### src/rtl/sdram_port_arbiter.sv
// Two-requester arbiter for the SDRAM slave: pipelined line-fetch reads have priority, single writes fill gaps.
// Optional write-starvation guard enabled by defining ARB_WR_STARVE_GUARD_EN.
module sdram_port_arbiter #(
   parameter int unsigned LINE_WORDS = 400,
   parameter logic [24:0] FRAME_BASE = 25'h0,
   parameter int unsigned MAX_PEND   = 8
`ifdef ARB_WR_STARVE_GUARD_EN
   ,parameter int unsigned WR_STARVE_MAX = 64
`endif
) (
   input  logic        iCLK,
   input  logic        iRST_N,
   input  logic        iLINE_REQ,
   input  logic [12:0] iLINE_ID,
   output logic        oLINE_BUSY,
   output logic [15:0] oLINE_DATA,
   output logic        oLINE_VALID,
   output logic        oLINE_DONE,
   output logic        oLINE_OVERRUN,
   input  logic        iWR_REQ,
   input  logic [24:0] iWR_ADDR,
   input  logic [15:0] iWR_DATA,
   output logic        oWR_ACK,
   output logic [24:0] oAV_ADDR,
   output logic        oAV_RD,
   output logic        oAV_WR,
   output logic [15:0] oAV_WRDATA,
   input  logic        iAV_WAITREQ,
   input  logic [15:0] iAV_RDDATA,
   input  logic        iAV_RDVALID
);

   typedef enum logic [1:0] {IDLE, LINE_ISSUE, LINE_DRAIN, WRITE} state_t;

   localparam logic [9:0]  LW      = 10'(LINE_WORDS);
   localparam logic [9:0]  LW_LAST = 10'(LINE_WORDS - 1);
   localparam logic [24:0] LW25    = 25'(LINE_WORDS);
   localparam logic [3:0]  PMAX    = 4'(MAX_PEND);

   state_t      state_q, state_d;
   logic [24:0] base_q, base_d;
   logic [9:0]  issued_q, issued_d;
   logic [9:0]  recv_q, recv_d;
   logic [3:0]  pend_q, pend_d;
   logic        lq_vld_q, lq_vld_d;
   logic [12:0] lq_id_q, lq_id_d;
   logic        overrun_q, overrun_d;
   logic [15:0] data_q, data_d;
   logic        valid_q, valid_d;
   logic        done_q, done_d;
   logic        busy_q, busy_d;
   logic        ack_q, ack_d;
   logic [24:0] addr_q, addr_d;
   logic        rd_q, rd_d;
   logic        wr_q, wr_d;
   logic [15:0] wrdata_q, wrdata_d;

   logic        accept, ret;
   logic [3:0]  pend_nxt;
   logic [9:0]  issued_nxt;
   logic [12:0] lid_sel;
   logic [24:0] base_new;

`ifdef ARB_WR_STARVE_GUARD_EN
   localparam logic [15:0] STARVE_LIM = 16'(WR_STARVE_MAX);
   logic [15:0] starve_q, starve_d;
   logic        resume_q, resume_d;
`endif

   assign accept     = rd_q & ~iAV_WAITREQ;
   // Returns with nothing outstanding are stale (e.g. from before a reset) and dropped.
   assign ret        = iAV_RDVALID & (pend_q != 4'd0);
   assign pend_nxt   = pend_q + {3'd0, accept} - {3'd0, ret};
   assign issued_nxt = issued_q + {9'd0, accept};
   assign lid_sel    = lq_vld_q ? lq_id_q : iLINE_ID;
   assign base_new   = FRAME_BASE + (25'(lid_sel) * LW25);

   always_comb begin
      state_d   = state_q;
      base_d    = base_q;
      issued_d  = issued_nxt;
      recv_d    = recv_q + {9'd0, ret};
      pend_d    = pend_nxt;
      lq_vld_d  = lq_vld_q;
      lq_id_d   = lq_id_q;
      overrun_d = overrun_q;
      data_d    = ret ? iAV_RDDATA : data_q;
      valid_d   = ret;
      done_d    = 1'b0;
      ack_d     = 1'b0;
      addr_d    = addr_q;
      rd_d      = 1'b0;
      wr_d      = wr_q;
      wrdata_d  = wrdata_q;
`ifdef ARB_WR_STARVE_GUARD_EN
      resume_d  = resume_q;
`endif

      if (iLINE_REQ && (state_q != IDLE)) begin
         if (!lq_vld_q) begin
            lq_vld_d = 1'b1;
            lq_id_d  = iLINE_ID;
         end else begin
            overrun_d = 1'b1;
         end
      end

      case (state_q)
         IDLE: begin
            if (lq_vld_q || iLINE_REQ) begin
               base_d   = base_new;
               issued_d = 10'd0;
               recv_d   = 10'd0;
               addr_d   = base_new;
               rd_d     = 1'b1;
               state_d  = LINE_ISSUE;
               if (lq_vld_q) begin
                  lq_vld_d = iLINE_REQ;
                  lq_id_d  = iLINE_ID;
               end
            end else if (iWR_REQ && !ack_q) begin
               // The ack cycle is skipped so a requester still holding the level is not granted twice.
               state_d  = WRITE;
               wr_d     = 1'b1;
               addr_d   = iWR_ADDR;
               wrdata_d = iWR_DATA;
            end
         end
         LINE_ISSUE: begin
            if (accept && (issued_q == LW_LAST)) begin
               state_d = LINE_DRAIN;
`ifdef ARB_WR_STARVE_GUARD_EN
            end else if (accept && iWR_REQ && (starve_q >= STARVE_LIM)) begin
               state_d  = WRITE;
               wr_d     = 1'b1;
               addr_d   = iWR_ADDR;
               wrdata_d = iWR_DATA;
               resume_d = 1'b1;
`endif
            end else begin
               rd_d   = (pend_nxt < PMAX);
               addr_d = base_q + 25'(issued_nxt);
            end
         end
         LINE_DRAIN: begin
            if (recv_q == LW) begin
               done_d  = 1'b1;
               state_d = IDLE;
            end
         end
         WRITE: begin
            if (wr_q && !iAV_WAITREQ) begin
               wr_d    = 1'b0;
               ack_d   = 1'b1;
               state_d = IDLE;
`ifdef ARB_WR_STARVE_GUARD_EN
               if (resume_q) begin
                  state_d  = LINE_ISSUE;
                  resume_d = 1'b0;
                  rd_d     = (pend_nxt < PMAX);
                  addr_d   = base_q + 25'(issued_q);
               end
`endif
            end
         end
         default: state_d = IDLE;
      endcase

      busy_d = (state_d == LINE_ISSUE) || (state_d == LINE_DRAIN) || lq_vld_d;
`ifdef ARB_WR_STARVE_GUARD_EN
      busy_d = busy_d || resume_d;
`endif
   end

   always_ff @(posedge iCLK) begin
      if (!iRST_N) begin
         state_q   <= IDLE;
         base_q    <= '0;
         issued_q  <= '0;
         recv_q    <= '0;
         pend_q    <= '0;
         lq_vld_q  <= 1'b0;
         lq_id_q   <= '0;
         overrun_q <= 1'b0;
         data_q    <= '0;
         valid_q   <= 1'b0;
         done_q    <= 1'b0;
         busy_q    <= 1'b0;
         ack_q     <= 1'b0;
         addr_q    <= '0;
         rd_q      <= 1'b0;
         wr_q      <= 1'b0;
         wrdata_q  <= '0;
      end else begin
         state_q   <= state_d;
         base_q    <= base_d;
         issued_q  <= issued_d;
         recv_q    <= recv_d;
         pend_q    <= pend_d;
         lq_vld_q  <= lq_vld_d;
         lq_id_q   <= lq_id_d;
         overrun_q <= overrun_d;
         data_q    <= data_d;
         valid_q   <= valid_d;
         done_q    <= done_d;
         busy_q    <= busy_d;
         ack_q     <= ack_d;
         addr_q    <= addr_d;
         rd_q      <= rd_d;
         wr_q      <= wr_d;
         wrdata_q  <= wrdata_d;
      end
   end

`ifdef ARB_WR_STARVE_GUARD_EN
   always_comb begin
      starve_d = starve_q;
      if (ack_d) begin
         starve_d = '0;
      end else if (iWR_REQ && (state_q == LINE_ISSUE) && (starve_q != 16'hFFFF)) begin
         starve_d = starve_q + 16'd1;
      end
   end

   always_ff @(posedge iCLK) begin
      if (!iRST_N) begin
         starve_q <= '0;
         resume_q <= 1'b0;
      end else begin
         starve_q <= starve_d;
         resume_q <= resume_d;
      end
   end
`endif

   assign oLINE_BUSY    = busy_q;
   assign oLINE_DATA    = data_q;
   assign oLINE_VALID   = valid_q;
   assign oLINE_DONE    = done_q;
   assign oLINE_OVERRUN = overrun_q;
   assign oWR_ACK       = ack_q;
   assign oAV_ADDR      = addr_q;
   assign oAV_RD        = rd_q;
   assign oAV_WR        = wr_q;
   assign oAV_WRDATA    = wrdata_q;

endmodule

### config.mk
export PLATFORM = sky130hd
export DESIGN_NAME = sdram_port_arbiter
export DESIGN_NICKNAME = d
export VERILOG_FILES = /design/src/rtl/sdram_port_arbiter.sv
export SDC_FILE = /design/constraint.sdc
export NUM_CORES = 1
export LEC_CHECK = 0
export BUFFER_PORTS_ARGS = -buffer_cell sky130_fd_sc_hd__buf_2
export CAP_MARGIN = 20
export CORE_UTILIZATION = 45
export CTS_CLUSTER_DIAMETER = 200
export CTS_CLUSTER_SIZE = 12
export DETAILED_ROUTE_END_ITERATION = 10
export PLACE_DENSITY = 0.73
export SLEW_MARGIN = 20
export SYNTH_ARGS = -nofsm -noshare
export SYNTH_HDL_FRONTEND = slang
export SYNTH_SLANG_ARGS = --single-unit
### constraint.sdc
create_clock -name iCLK -period 4.9 [get_ports iCLK]
set_input_delay 0.245 -clock iCLK [delete_from_list [all_inputs] [get_ports iCLK]]
set_output_delay 0.245 -clock iCLK [all_outputs]
set_load 0.01 [all_outputs]
==> PnR_summary.wiki <==
{| class="wikitable"
! Metric !! Value
|-
| Leading post-synthesis cells by cell area || dfxtp_1, ha_1, nand2_1
|-
| Final max-slew violation count || 0
|-
| Core area || 0.0154 mm^2
|-
| Post-synthesis to final-layout area growth || 19.2%
|-
| Overall routing resource usage || 21.9%
|-
| Routability congestion estimate || 0.893
|-
| Count of endpoints failing setup in the final report || 0
|-
| Post-layout utilization of the core || a little under three fifths
|-
| Count of hold buffers inserted by post-cts repair || 0
|-
| Async S/R FF share, synth || 0%
|-
| Number of input and output port buffers inserted || approximately 140
|-
| DR WL/cell || approximately 15 um
|-
| Via Count || 6353
|-
| Floorplan die area || between 0.015 and 0.02 mm^2
|-
| Worst-path cell with the longest stage delay || dfxtp_1
|-
| Sum of negative setup slack || 0 ns
|-
| Final standard cell count with taps included and fillers excluded || approximately 1200
|-
| Max Root-Sink Buffers || 2
|-
| Post-synthesis cell type with the largest combined area || dfxtp_1
|-
| Basic-gate share of the synthesized area counting and, or, nand and nor cells || around a fifth
|-
| Maximum clock frequency || 231 MHz
|-
| Clock network latency to the later pin of the worst-skew pair || approximately 0.42 ns
|-
| Biggest fanout along the worst timing path || 15
|-
| Static leakage || a little under 4 nW
|-
| Crit path capture type || flop
|-
| Sequential area share after synthesis || around a third
|-
| Synthesized netlist cell count || about 850
|-
| Slew of the pin with the lowest slew margin || just over 0.9 ns
|-
| Fraction of the mapped netlist area in compound gates || between 15 and 20%
|-
| Main flop type after synthesis || dfxtp_1
|-
| Cts bufs inserted || 17
|-
| Final clock skew || roughly 0.0091 ns
|-
| Unrepaired setup endpoints after global routing || no
|-
| Congestion Overflow GR || 0
|-
| Multiplexer fraction of the synthesized cell area || under 10%
|-
| Number of antenna violations at the first check in global routing || 0
|-
| Syn Nets || a little under 1000
|-
| Arrival time worst endpoint || around 4.7 ns
|-
| Horizontal die dimension || 128 um
|-
| Final routed wirelength across all metal layers || approximately 18 mm
|-
| Clock slew at the register clock pins of the worst setup and hold paths || approximately 0.06 ns
|-
| Count of standard-cell rows || 45
|-
| Final period util || about 88%
|-
| Finished Cell Area || around 0.0086 mm^2
|-
| Clk Tree Root Cell || clkbuf_16
|-
| Synth Warn # || 0
|-
| Antenna diode count || 0
|-
| Synth Area in Adders || between 10% and 20%
|-
| Starting density of the core || between 40% and 50%
|-
| Share of Yosys cell area claimed by the top area cell type || roughly a third
|-
| Post-synthesis xor/xnor area fraction || 4.99%
|-
| Post-synthesis sequential element count || between 100 and 150
|-
| Count of antenna-violating nets left after detailed routing || 0
|-
| Required time of the critical path || ~5.2 ns
|-
| Chip Height || 128 um
|-
| Number of detailed-routing iterations run before antenna repair || 5
|-
| H-tree depth || 4
|-
| Run status || finished clean
|-
| Cell-by-cell trace of the critical path || buf_4 > mux2i_1 > inv_1 > ha_1 > ha_1 > inv_1 > fa_1 > inv_1 > ha_1 > a21oi_1 > o21ai_0 > mux2_2 > o311ai_0 > nand2_1 > a21boi_0
|-
| Final critical path time including I/O delays and setup || 4.34 ns
|-
| Cell types with the highest counts after synthesis || nand2_1, dfxtp_1, ha_1, inv_1, a21boi_0
|-
| Post-Syn Area per Cell || 8.50 um^2
|-
| First-pass GRT wire length || between 20 and 30 mm
|-
| Post-DP HPWL || 12.9 mm
|-
| Post-synthesis instance area || ~0.0072 mm^2
|-
| Power per cell area || around 450 mW/mm^2
|-
| Max stage delay on crit path || 0.66 ns
|-
| Layout cells sized above 1 || between 10% and 20%
|-
| Resized Gates After CTS || 0
|-
| Maximum number of pins on one net before global-route repair || 61
|-
| Post-CTS setup-driven buffer insertion count || 0
|-
| Combinational family with the most area after synthesis || simple AND/OR/NAND/NOR gates
|-
| Most numerous cell in the Yosys netlist || nand2_1
|-
| Drt via density || roughly 5.3
|-
| Post-place instance area || between 0.008 and 0.009 mm^2
|-
| Final-report hold violation count || 0
|-
| Kind of critical path || reg2reg
|-
| Maxcap violations || 0
|-
| Boundary pin count || 140
|-
| Number of DRC markers after the initial detailed-route iteration || roughly 380
|-
| Normalized max-slew margin || approximately 38%
|-
| Type of the tightest min-delay check || in2reg
|-
| TritonCTS clock tree || done
|-
| Vias in the first global route || 5944
|-
| Final Net Count || 1111
|-
| Post-Place Cells || 1158
|-
| Type of element launching the critical path || flop
|-
| Remaining design rule violation count || 0
|-
| Peak ir drop on the vdd network || 262 uV
|-
| Number of flops mapped to enable cells by yosys || 0
|-
| Clock Sink Count || between 100 and 150
|-
| Distinct cells, synth || just over 60
|}
-- state kept, by name, indices dropped and copies added, names as in the netlist --
| register | count |
|---|---|
| oAV_ADDR | 25 |
| base_q | 18 |
| oAV_WRDATA | 16 |
| oLINE_DATA | 16 |
| lq_id_q | 13 |
| issued_q | 10 |
| recv_q | 10 |
| pend_q | 4 |
| state_q | 2 |
| lq_vld_q | 1 |
| oAV_RD | 1 |
| oAV_WR | 1 |
| oLINE_BUSY | 1 |
| oLINE_DONE | 1 |
| oLINE_OVERRUN | 1 |
| oLINE_VALID | 1 |
| oWR_ACK | 1 |
-- worst max-delay path: cells and delay by family (launching register included) --
| kind | cells | cell delay, ns |
|---|---|---|
| AO/OA/AOI/OAI | 4 | 0.78 |
| adder cells (fa/ha/maj) | 4 | 1.56 |
| buffers and inverters | 4 | 0.47 |
| flip-flops | 1 | 0.66 |
| multiplexers | 2 | 0.67 |
| AND/OR/NAND/NOR | 1 | 0.11 |
-- routing by layer --
layer,GRT usage [%],wire length (um)
met1,26.7,7720
met2,37.2,8300
met5,0,0
met4,9.69,531
met3,4.74,981
-- cell families after synthesis --
group,after synthesis
AO/OA/AOI/OAI,182
XOR/XNOR,41
adder cells (fa/ha/maj),69
buffers and inverters,95
flip-flops,122
multiplexers,31
AND/OR/NAND/NOR,307
-- stage by stage --
step	total power [W]	hold slack [ns]	setup WS, ns
3_3_place_gp	0.00261	0.448	0.733
2_1_floorplan	0.00226	0.390	0.674
3_5_place_dp	0.00263	0.454	0.570
4_1_cts	0.00385	0.0635	0.576
6_report	0.00384	0.0763	0.565
5_1_grt	0.00410	0.0682	0.198
-- cells in the final DEF, fill, tap and decap left out, types with 5 or more instances in the layout --
master      synthesis  final
nor2_1             41     41
nor3_1              6      6
mux2i_1            24     24
buf_2               6    139
ha_1               59     59
nor3b_1             7      7
inv_1              47     47
o21ai_0            28     28
xnor2_1            29     29
nand2_1           134    134
nand2b_1            5      5
o211a_1            10     10
mux2_2              7      7
nand4_1             9      9
a31oi_1             7      7
buf_4               0      8
clkinvlp_4          0      5
o211ai_1            9      9
nand3_1            39     39
or3_1               5      5
xor2_1             12     12
fa_1               10     10
a21boi_0           43     43
a21o_1              7      7
dfxtp_1           122    122
a21oi_1            36     36
and3_1             15     15
nor2b_1            26     26
clkbuf_16           0     17
-- cell type report --
type                    instances  area, um^2
clock inverters                10         120
repair buffers                147         756
flip-flops and latches        122        2440
multi-input cells             630        4370
inverters                      48         180
fillers                      1461        6850
clock buffers                  21         450
well taps                     211         264
-- report_power, final --
group / internal (W) / total (W) / switching (W)
sequential: 0.00114 / 0.00125 / 0.000108
clock: 0.000759 / 0.00121 / 0.000451
combinational: 0.000572 / 0.00138 / 0.000811
-- final timing paths --
check | startpoint | end | slack [ns] | cells after the start
hold / removal | iWR_DATA[8] | oAV_WRDATA[8]$_SDFFE_PN0P_ | 0.08 | 3
setup / recovery | lq_vld_q$_SDFF_PN0_ | base_q[19]$_SDFFE_PN0P_ | 0.56 | 15
setup reg to reg | lq_vld_q$_SDFF_PN0_ | base_q[19]$_SDFFE_PN0P_ | 0.56 | 15
hold reg to reg | oAV_WRDATA[3]$_SDFFE_PN0P_ | oAV_WRDATA[3]$_SDFFE_PN0P_ | 0.46 | 2
Power figures use the tool's default switching activity.
